`src/rtl/text_console.sv`:
```
// text_console: teletype-style writer into 80x25 text-mode video RAM.
// Accepts bytes over valid/ready, writes char/attr cell pairs, tracks the
// cursor, and scrolls by copying video RAM one byte per read/write pair.
module text_console #(
  parameter logic [15:0] BASE     = 16'h8000,
  parameter int unsigned COLS     = 80,
  parameter int unsigned ROWS     = 25,
  parameter logic [7:0]  DEF_ATTR = 8'h07
) (
  input  logic        clock,
  input  logic        reset_n,
  input  logic [7:0]  din,
  input  logic [7:0]  attr,
  input  logic        valid,
  output logic        ready,
  output logic [15:0] mem_a,
  output logic [7:0]  mem_d,
  output logic        mem_we,
  input  logic [7:0]  mem_q,
  output logic [11:0] cursor
);

  localparam logic [11:0] COLS_W        = 12'(COLS);
  localparam logic [11:0] CELLS         = 12'(COLS * ROWS);
  localparam logic [11:0] CLR_BYTES     = 12'(2 * COLS * ROWS);
  localparam logic [11:0] FILL_BYTES    = 12'(2 * COLS);
  localparam logic [11:0] SCR_LAST      = 12'(2 * COLS * (ROWS - 1) - 1);
  localparam logic [15:0] ROW1_ADDR     = BASE + 16'(2 * COLS);
  localparam logic [15:0] LAST_ROW_ADDR = BASE + 16'(2 * COLS * (ROWS - 1));

  typedef enum logic [2:0] {
    CLEAR,
    IDLE,
    WR_CH,
    WR_AT,
    SCROLL_RD,
    SCROLL_WR,
    FILL
  } state_t;

  state_t      state, state_n;
  logic [11:0] cnt, cnt_n;        // byte index within CLEAR / scroll / FILL
  logic [11:0] cur_q, cur_n;
  logic [11:0] col_q, col_n;      // cursor mod COLS, kept alongside cursor
  logic [11:0] pend_q, pend_n;    // cursor value to publish once a scroll ends
  logic [7:0]  attr_q, attr_n;
  logic [15:0] a_q, a_n;
  logic [7:0]  d_q, d_n;
  logic        we_q, we_n;
  logic        rdy_q, rdy_n;

  logic        adv;
  logic [11:0] adv_cur;
  logic [11:0] adv_col;
  logic [11:0] tab_stop;

  assign ready  = rdy_q;
  assign mem_a  = a_q;
  assign mem_we = we_q;
  assign cursor = cur_q;
  // Copy data arrives the cycle after the read address, so it bypasses the
  // data register during the write half of each scroll pair.
  assign mem_d  = (state == SCROLL_WR) ? mem_q : d_q;

  // State and registered outputs.
  always_ff @(posedge clock or negedge reset_n) begin
    if (!reset_n) begin
      state  <= CLEAR;
      cnt    <= '0;
      cur_q  <= '0;
      col_q  <= '0;
      pend_q <= '0;
      attr_q <= DEF_ATTR;
      a_q    <= BASE;
      d_q    <= '0;
      we_q   <= 1'b0;
      rdy_q  <= 1'b0;
    end else begin
      state  <= state_n;
      cnt    <= cnt_n;
      cur_q  <= cur_n;
      col_q  <= col_n;
      pend_q <= pend_n;
      attr_q <= attr_n;
      a_q    <= a_n;
      d_q    <= d_n;
      we_q   <= we_n;
      rdy_q  <= rdy_n;
    end
  end

  // Next-state, next-output and cursor movement logic.
  always_comb begin
    state_n  = state;
    cnt_n    = cnt;
    cur_n    = cur_q;
    col_n    = col_q;
    pend_n   = pend_q;
    attr_n   = attr_q;
    a_n      = a_q;
    d_n      = d_q;
    we_n     = 1'b0;
    rdy_n    = 1'b0;
    adv      = 1'b0;
    adv_cur  = cur_q;
    adv_col  = col_q;
    tab_stop = {col_q[11:3] + 9'd1, 3'b000};
    if (tab_stop > COLS_W) begin
      tab_stop = COLS_W;
    end

    case (state)
      CLEAR: begin
        if (cnt == CLR_BYTES) begin
          state_n = IDLE;
          rdy_n   = 1'b1;
          cur_n   = '0;
          col_n   = '0;
          cnt_n   = '0;
        end else begin
          a_n   = BASE + 16'(cnt);
          d_n   = cnt[0] ? attr_q : 8'h20;
          we_n  = 1'b1;
          cnt_n = cnt + 12'd1;
        end
      end

      IDLE: begin
        // ready is held low for one settling cycle after a scroll
        rdy_n = 1'b1;
        if (rdy_q && valid) begin
          attr_n = attr;
          if (din >= 8'h20) begin
            state_n = WR_CH;
            a_n     = BASE + {3'b000, cur_q, 1'b0};
            d_n     = din;
            we_n    = 1'b1;
            rdy_n   = 1'b0;
          end else begin
            case (din)
              8'h0D: begin
                adv     = 1'b1;
                adv_cur = cur_q - col_q;
                adv_col = '0;
              end
              8'h0A: begin
                adv     = 1'b1;
                adv_cur = cur_q + COLS_W;
              end
              8'h08: begin
                if (col_q != '0) begin
                  adv     = 1'b1;
                  adv_cur = cur_q - 12'd1;
                  adv_col = col_q - 12'd1;
                end
              end
              8'h09: begin
                adv     = 1'b1;
                adv_cur = cur_q - col_q + tab_stop;
                adv_col = (tab_stop == COLS_W) ? '0 : tab_stop;
              end
              8'h0C: begin
                state_n = CLEAR;
                a_n     = BASE;
                d_n     = 8'h20;
                we_n    = 1'b1;
                cnt_n   = 12'd1;
                rdy_n   = 1'b0;
              end
              default: ;
            endcase
          end
        end
      end

      WR_CH: begin
        state_n = WR_AT;
        a_n     = a_q + 16'd1;
        d_n     = attr_q;
        we_n    = 1'b1;
      end

      WR_AT: begin
        adv     = 1'b1;
        adv_cur = cur_q + 12'd1;
        adv_col = (col_q + 12'd1 == COLS_W) ? '0 : col_q + 12'd1;
      end

      SCROLL_RD: begin
        state_n = SCROLL_WR;
        a_n     = BASE + 16'(cnt);
        we_n    = 1'b1;
      end

      SCROLL_WR: begin
        if (cnt == SCR_LAST) begin
          state_n = FILL;
          a_n     = LAST_ROW_ADDR;
          d_n     = 8'h20;
          we_n    = 1'b1;
          cnt_n   = 12'd1;
        end else begin
          state_n = SCROLL_RD;
          cnt_n   = cnt + 12'd1;
          a_n     = ROW1_ADDR + 16'(cnt) + 16'd1;
        end
      end

      FILL: begin
        if (cnt == FILL_BYTES) begin
          state_n = IDLE;
          cur_n   = pend_q;
          cnt_n   = '0;
        end else begin
          a_n   = LAST_ROW_ADDR + 16'(cnt);
          d_n   = cnt[0] ? attr_q : 8'h20;
          we_n  = 1'b1;
          cnt_n = cnt + 12'd1;
        end
      end

      default: begin
        state_n = CLEAR;
        cnt_n   = '0;
      end
    endcase

    // A cursor move either lands directly or, past the last cell, defers the
    // cursor update until the scroll and fill have finished.
    if (adv) begin
      col_n = adv_col;
      if (adv_cur >= CELLS) begin
        state_n = SCROLL_RD;
        cnt_n   = '0;
        a_n     = ROW1_ADDR;
        pend_n  = adv_cur - COLS_W;
        rdy_n   = 1'b0;
      end else begin
        state_n = IDLE;
        cur_n   = adv_cur;
        rdy_n   = 1'b1;
      end
    end
  end

endmodule

```
`config.mk`:
```
export PLATFORM = sky130hd
export DESIGN_NAME = text_console
export DESIGN_NICKNAME = d
export VERILOG_FILES = /design/src/rtl/text_console.sv
export SDC_FILE = /design/constraint.sdc
export NUM_CORES = 1
export LEC_CHECK = 0
export CAP_MARGIN = 5
export CORE_ASPECT_RATIO = 0.8
export CORE_MARGIN = 2
export CORE_UTILIZATION = 45
export DETAILED_ROUTE_END_ITERATION = 8
export HOLD_SLACK_MARGIN = 0.12
export PLACE_DENSITY_LB_ADDON = 0.15
export SYNTH_ARGS = -nofsm -noshare
export SYNTH_HDL_FRONTEND = slang
export SYNTH_SLANG_ARGS = --single-unit
```
`constraint.sdc`:
```
create_clock -name clock -period 6.3 [get_ports clock]
set_clock_uncertainty 0.15 [all_clocks]
set_input_delay 1.575 -clock clock [delete_from_list [all_inputs] [get_ports clock]]
set_output_delay 1.575 -clock clock [all_outputs]
set_load 0.03 [all_outputs]
```
==> run metrics, run 1 <==
outcome complete, no violations; clock slew at reported path FFs 70 ps; Worst setup EP type flop; maximum number of pins on one net before global-route repair 62; height of the chip 126 um; post-synth design cell area 8340 um2; Compound-Gate Fraction of Synth Area a little over a quarter; Hold Path Sink attr_q[0]; Gate Count Post-Synth approximately 1.1k; die area just under 20000 um2; Slew @ Worst Pin about 1100 ps; final hold vios 0; Tcrit/Tclk final 92.1%; share of post-route cells with drive strength above 1 9.05%; leading area contributor after synthesis dfrtp_1; ANT nets after route 0; Ys Warns 0; cts bufs inserted 9; core area 18200 um2; Post-synth EDFFs 0; Leak ~3.8 nW; critical path required time 6390 ps; WP data arrival 5890 ps; max-cap violations 0; root buffer cell clkbuf_16; hold path cells 2; Pins Over Slew Limit 0; hpwl dp 23300 um; hold_buf cts 0; area share of the leading cell type in the synthesized netlist 24.3%; Hold Crit Start attr_q[0]; CTS H-Tree Depth 3; FF-to-FF path depth 20; vias in the first global route 8088; reg-to-reg startpoint col_q[3]; fin util 52.5%; Die X 156 um; unrepaired setup endpoints after global routing false; adder-cell share of the synthesized area 6.03%; WL final 30600 um; gpl congestion about 1; post-route setup TNS 0 ps; pwr dens approximately 120 nW/um2; initial core utilization 45.9%; ANT cells 0; Main synth FF type dfrtp_1; GRT overflow 0; First DRT Iteration DRCs 1126; Slew Limit Headroom 25.4%; Hold WC Path Type flop to flop; First-pass DRT Iterations 6; GRT Overall Usage slightly above 30%; DP Worst Slack ~400 ps; Async SR Flop Fraction 100%; largest family of logic cells by synthesized area compound AO/OA/AOI/OAI gates; vias per cell between 6 and 7; DR DRC count 0; Crit Path Max Fanout 28; Max IR drop VDD 0.118 mV; cts repair resizes 0; initial antenna violation count 0; port bufs 64; Yosys cell types 100; Reg2Reg Setup Slack 500 ps; Crit Path Category flop to flop; # clock sinks 85; syn avg cell area 7.62 um2; largest cells by area after synthesis dfrtp_1 (24%), nand2_1 (6.8%), ha_1 (5.6%); clk buf depth 2; Nets 1210; wire per inst 22.2 um; min setup slack post-route 500 ps; Max Clk Rate 172 MHz; startpoint types flop; Synth-to-Final Area Change 14.4%; post-synthesis mux area share roughly 3.4%; Synth Area in Simple Gates 27.3%; RR Endpoint pend_q[1]; Finish-stage setup viols 0; Total Power 1.17 mW; register area share after synthesis 25.6%; Top Ports 65; later-pin clock latency in the skew report 360 ps; CTS tree done; Synth Area in XOR/XNOR under 10%; Vias 9043; Final min period 5800 ps; standard-cell rows 44; Yosys reg bits 85; final instance area between 9000 and 10000 um2; first-pass GRT wire length 47200 um; layout filler cell count roughly 1.8k; DP Area 9240 um2; Setup Fix Bufs, Post-CTS 0
worst max-delay path by stage:
| stage | start | to | slack [ps] | cells past startpoint |
|---|---|---|---|---|
| 2_1_floorplan | din[6] | pend_q[0] | 1100 | 17 |
| 3_3_place_gp | valid | pend_q[1] | 440 | 14 |
| 3_5_place_dp | valid | pend_q[2] | 400 | 14 |
| 4_1_cts | col_q[3] | pend_q[2] | 600 | 20 |
| 5_1_grt | col_q[3] | pend_q[7] | 210 | 20 |
| 6_report | col_q[3] | pend_q[1] | 500 | 20 |
logic make-up after synthesis:
logic type,after synthesis
and+or+nand+nor,459
other,1
buffers and inverters,101
DFF,85
muxes,25
adders and majority gates,39
AOI/OAI and AO/OA,341
xor gates and xnor gates,44
metal layers:
layer	up-vias	track usage [%]	part of all wire (%)
met5	-	0	0
met4	0	5.94	1.1
met3	28	6.71	10
met2	490	42.7	41
met1	4389	49.0	47
li1	4136	-	-
final cells by class:
type	count	area [um2]	area share [%]
Multi-Input combinational cell	912	5780	60.6
Sequential cell	85	2130	22.3
Timing Repair Buffer	100	908	9.52
Tap cell	230	288	3.02
Clock buffer	10	229	2.40
Inverter	36	135	1.42
Clock inverter	6	71.3	0.748
registers in the layout, indices dropped and copies added (netlist names):
| register | count |
|---|---|
| cnt | 12 |
| pend_q | 12 |
| state | 3 |
| attr_q | 8 |
| col_q | 12 |
| ready | 1 |
| d_q | 8 |
| mem_we | 1 |
| mem_a | 16 |
| cursor | 12 |
power by group:
part	total, mW	switching, mW	internal, mW
clock network	0.556	0.244	0.312
logic	0.0642	0.0377	0.0265
registers	0.546	0	0.546
total	1.17	0.281	0.884
worst max-delay path: stages, from the launching register on:
cell and delay [ps]:
dfrtp_1 550, ha_1 350, nand4_1 150, a21oi_1 190, o2111ai_1 180, nor3_1 370, nand2b_1 190, fa_1 490
xnor2_1 170, nor2_1 50, a21oi_1 120, o21ai_0 90, a22oi_1 460, ha_1 250, inv_1 40, or2_1 210
o41ai_1 240, nand3_1 190, o31a_4 410, nor2_8 410, mux2_2 390
placed cells by master (no fill, tap or decap), types with 6 or more instances in the layout:
| cell | n |
|---|---|
| o211ai_1 | 9 |
| a31oi_1 | 20 |
| and3_1 | 10 |
| inv_1 | 36 |
| xor2_1 | 8 |
| and2_1 | 10 |
| clkbuf_16 | 9 |
| o311ai_0 | 7 |
| or3_1 | 11 |
| nor2b_1 | 10 |
| nor4_1 | 17 |
| nor2_1 | 105 |
| mux2_2 | 12 |
| ha_1 | 37 |
| nand3_1 | 39 |
| o21ai_0 | 78 |
| nand2_1 | 150 |
| a21o_1 | 9 |
| a22oi_1 | 23 |
| buf_4 | 37 |
| o21a_1 | 6 |
| xnor2_1 | 35 |
| mux2i_1 | 8 |
| or2_2 | 7 |
| nand2b_1 | 16 |
| clkdlybuf4s50_1 | 63 |
| o221ai_1 | 6 |
| a221oi_1 | 9 |
| a211oi_1 | 10 |
| nand4_1 | 14 |
| a21oi_1 | 88 |
| nor3_1 | 37 |
| dfrtp_1 | 81 |
Yosys cell counts (5+ instances only):
master and number:
a31oi_1 20, nor2b_1 10, clkbuf_1 43, o311ai_0 7, ha_1 37, a211oi_1 10
nand2b_1 16, nor3_1 37, or2_2 7, and3_1 10, nor4_1 17, dfrtp_1 81
a21o_1 9, buf_4 5, inv_1 36, xor2_1 8, nor2_1 105, o211ai_1 9
a21oi_1 88, xnor2_1 35, mux2i_1 8, mux2_2 12, o221ai_1 6, a221oi_1 9
nand4_1 14, nand3_1 39, or3_1 11, and2_1 10, o21a_1 6, nor3b_1 5
nand2_1 150, buf_2 8, o21ai_0 78, a22oi_1 23
stage by stage:
stage,hold slack (ps),cells
6_report,315,1379
5_1_grt,327,1379
3_5_place_dp,303,1363
4_1_cts,315,1379
2_1_floorplan,287,1098
3_3_place_gp,301,1363
(Power assumes the default switching activity.)
==> run 2, diff against run 1 <==
- clock period: 6.3 -> 5.9 ns (I/O delays scaled with it)
==> run 2 against run 1 <==
- sequential cell count unchanged
- clock power up 25%
- critical path type unchanged
- critical path depth is 1 higher
- hold slack got worse by 0.97 ps
- worst setup slack worse by 30 ps
- sequential power is 6.6% higher
==> run metrics, run 2 (same netlist as run 1, synthesis figures left out) <==
post-route setup TNS 0 ps (unchanged); core area 18200 um2 (unchanged); Psw 316 uW (+12%); WP data arrival 5510 ps (-380 ps); unrepaired setup endpoints after global routing false; Logic pwr share 5.2% (-0.3 points); Top Ports 65 (unchanged); pwr dens 140 nW/um2 (+14%); Hold WC Path Type flop to flop; CTS tree done; wire per inst 22.3 um (+0.38%); GRT Overall Usage 31.0% (+0.14 points); WL final 30800 um (+0.81%); First DRT Iteration DRCs 1092 (-3.0%); first-pass GRT wire length 47400 um (+0.44%); Worst setup EP type flop; Synth-to-Final Area Change 15.6%; met3 wire len 3610 um (+13%); GRT overflow 0 (unchanged); final instance area 9640 um2 (+1.0%); Crit-path slowest cell dfrtp_1; Crit Path Max Fanout 17 (-39%); hpwl dp 23100 um (-1.0%); root buffer cell clkbuf_16; final hold vios 0 (unchanged); Max Clk Rate 184 MHz (+6.8%); initial antenna violation count 0 (unchanged); vias per cell 6.60 (+0.63%); DP Worst Slack 361 ps (-34.4 ps); port bufs 64 (unchanged); die area 19600 um2 (unchanged); crit-path cells ha_1, nand4_1, a21oi_1, o2111ai_1, nor3_1, nand2b_1, fa_1, xnor2_1, nor2_1, a21oi_1, o21ai_0, a22oi_1, ha_1, inv_1, or2_1, o41ai_1, nand3_1, o31a_4, nor2_8, buf_4, a311oi_1; outcome complete, no violations; Slew Limit Headroom 22.7% (-2.7 points); max reg flops 16 (unchanged); initial core utilization 45.9% (unchanged); Nets 1216 (+0.50%); hold_buf cts 0 (unchanged); Crit Path Category flop to flop; max-cap violations 0 (unchanged); share of post-route cells with drive strength above 1 9.70% (+0.65 points); Leak 3.88 nW (+1.4%); uppermost layer routed met4; later-pin clock latency in the skew report 360 ps (about the same); ANT nets after route 0 (unchanged); Net Sw Frac 23.4% (-0.69 points); most frequent cells in the layout nand2_1 (150), nor2_1 (105), a21oi_1 (88), dfrtp_1 (80), o21ai_0 (78); commonest non-fill, non-tap cell in the layout nand2_1; DP Area 9290 um2 (+0.49%); Total Power 1.35 mW (+16%); ANT cells 0 (unchanged); clk buf depth 2 (unchanged); Multi-input gate area 5780 um2 (unchanged); Pins Over Slew Limit 0 (unchanged); cts bufs inserted 9 (unchanged); Vias 9140 (+1.1%); gpl congestion 0.982 (-1.3%); clock power share 51.6% (+3.9 points); CTS H-Tree Depth 3 (unchanged); Die X 156 um (unchanged); vias in the first global route 8194 (+1.3%); layout filler cell count 1775 (-0.95%); Tcrit/Tclk final 92.0% (about the same); DR WL met2 12600 um (about the same); fin util 53.1% (+0.54 points); startpoint types flop; min setup slack post-route 470 ps (-29.9 ps); Flop pwr share 43.2% (-3.6 points); clock slew at reported path FFs 70 ps (about the same); Finish-stage setup viols 0 (unchanged); Reg area 2130 um2 (about the same); met1 WL 14000 um (-3.1%); First-pass DRT Iterations 5 (-1); # clock sinks 85 (unchanged); Power Internal 1.03 mW (+17%); standard-cell rows 44 (unchanged); slowest cell delay on critical path 530 ps (-20 ps); Max IR drop VDD 0.109 mV (-7.8%); height of the chip 126 um (unchanged); maximum number of pins on one net before global-route repair 61 (-1.6%); DR DRC count 0 (unchanged); critical path required time 5980 ps (-410 ps); Final min period 5430 ps (-370 ps); Slew @ Worst Pin 1150 ps (+30.3 ps)
## run 2: changes by cell type in the layout (fill, tap and decap cells not counted), sizes merged
cell / before / now
clkinv: 2 / 1
buf: 37 / 43
bufinv: 1 / 3
clkbuf: 10 / 9
inv: 38 / 39
clkinvlp: 1 / 0
## run 2: final timing paths
| path | start | endpoint | slack, ps | cells after the start |
|---|---|---|---|---|
| max | col_q[3] | mem_a[14] | 470 | 21 |
| min | attr_q[0] | attr_q[0] | 310 | 2 |
| max reg2reg | col_q[3] | mem_a[14] | 470 | 21 |
| min reg2reg | attr_q[0] | attr_q[0] | 310 | 2 |
| max in group asynchronous | reset_n | d_q[3] | 3650 | 2 |
| min in group asynchronous | reset_n | cursor[7] | 1040 | 1 |
## run 2: critical path: cells and delay by family (launching register included)
family | cells | cell delay [ps]
adders and majority gates | 3 | 1060
buffers and inverters | 2 | 310
xor gates and xnor gates | 1 | 180
and+or+nand+nor | 7 | 1300
AOI/OAI and AO/OA | 8 | 1750
DFF | 1 | 530
## run 2: timing repair
item                       in CTS  in global routing
resized for setup               0                  1
buffers inserted                0                  0
setup endpoints to repair       0                  1
## run 2: final cells by class
class	count	share of cell area, %
Multi-Input combinational cell	912	59.9
Sequential cell	85	22.1
Timing Repair Buffer	106	9.89
Tap cell	230	2.99
Clock buffer	9	2.34
Inverter	36	1.40
Clock inverter	7	1.32
## run 2: through the flow
stage,hold WS (ps),instances
6_report,314,1385
5_1_grt,338,1385
4_1_cts,314,1385
3_5_place_dp,306,1369
3_3_place_gp,299,1369
2_1_floorplan,287,1098
## run 2: power by group through the flow
| stage | clock [mW] | sequential (mW) | combinational, mW |
|---|---|---|---|
| after floorplan | 0 | 0.594 | 0.0260 |
| after global placement | 0 | 0.594 | 0.0680 |
| after detailed placement | 0 | 0.594 | 0.0682 |
| after CTS | 0.703 | 0.582 | 0.0685 |
| after global routing | 0.724 | 0.582 | 0.0750 |
| final | 0.695 | 0.582 | 0.0696 |
## run 2: layer usage
metal | up-vias | GRT usage [%]
met5 | - | 0
met4 | 0 | 8.15
met3 | 66 | 7.88
met2 | 582 | 43.0
met1 | 4339 | 47.5
li1 | 4153 | -
==> run 3, diff against run 2 <==
--- a/constraint.sdc
+++ b/constraint.sdc
@@ -4,2 +4,2 @@
 set_output_delay 1.475 -clock clock [all_outputs]
-set_load 0.03 [all_outputs]
+set_load 0.05 [all_outputs]
==> results of run 3 <==
No change in the layout: final DEF, timing and power equal those of run 2.
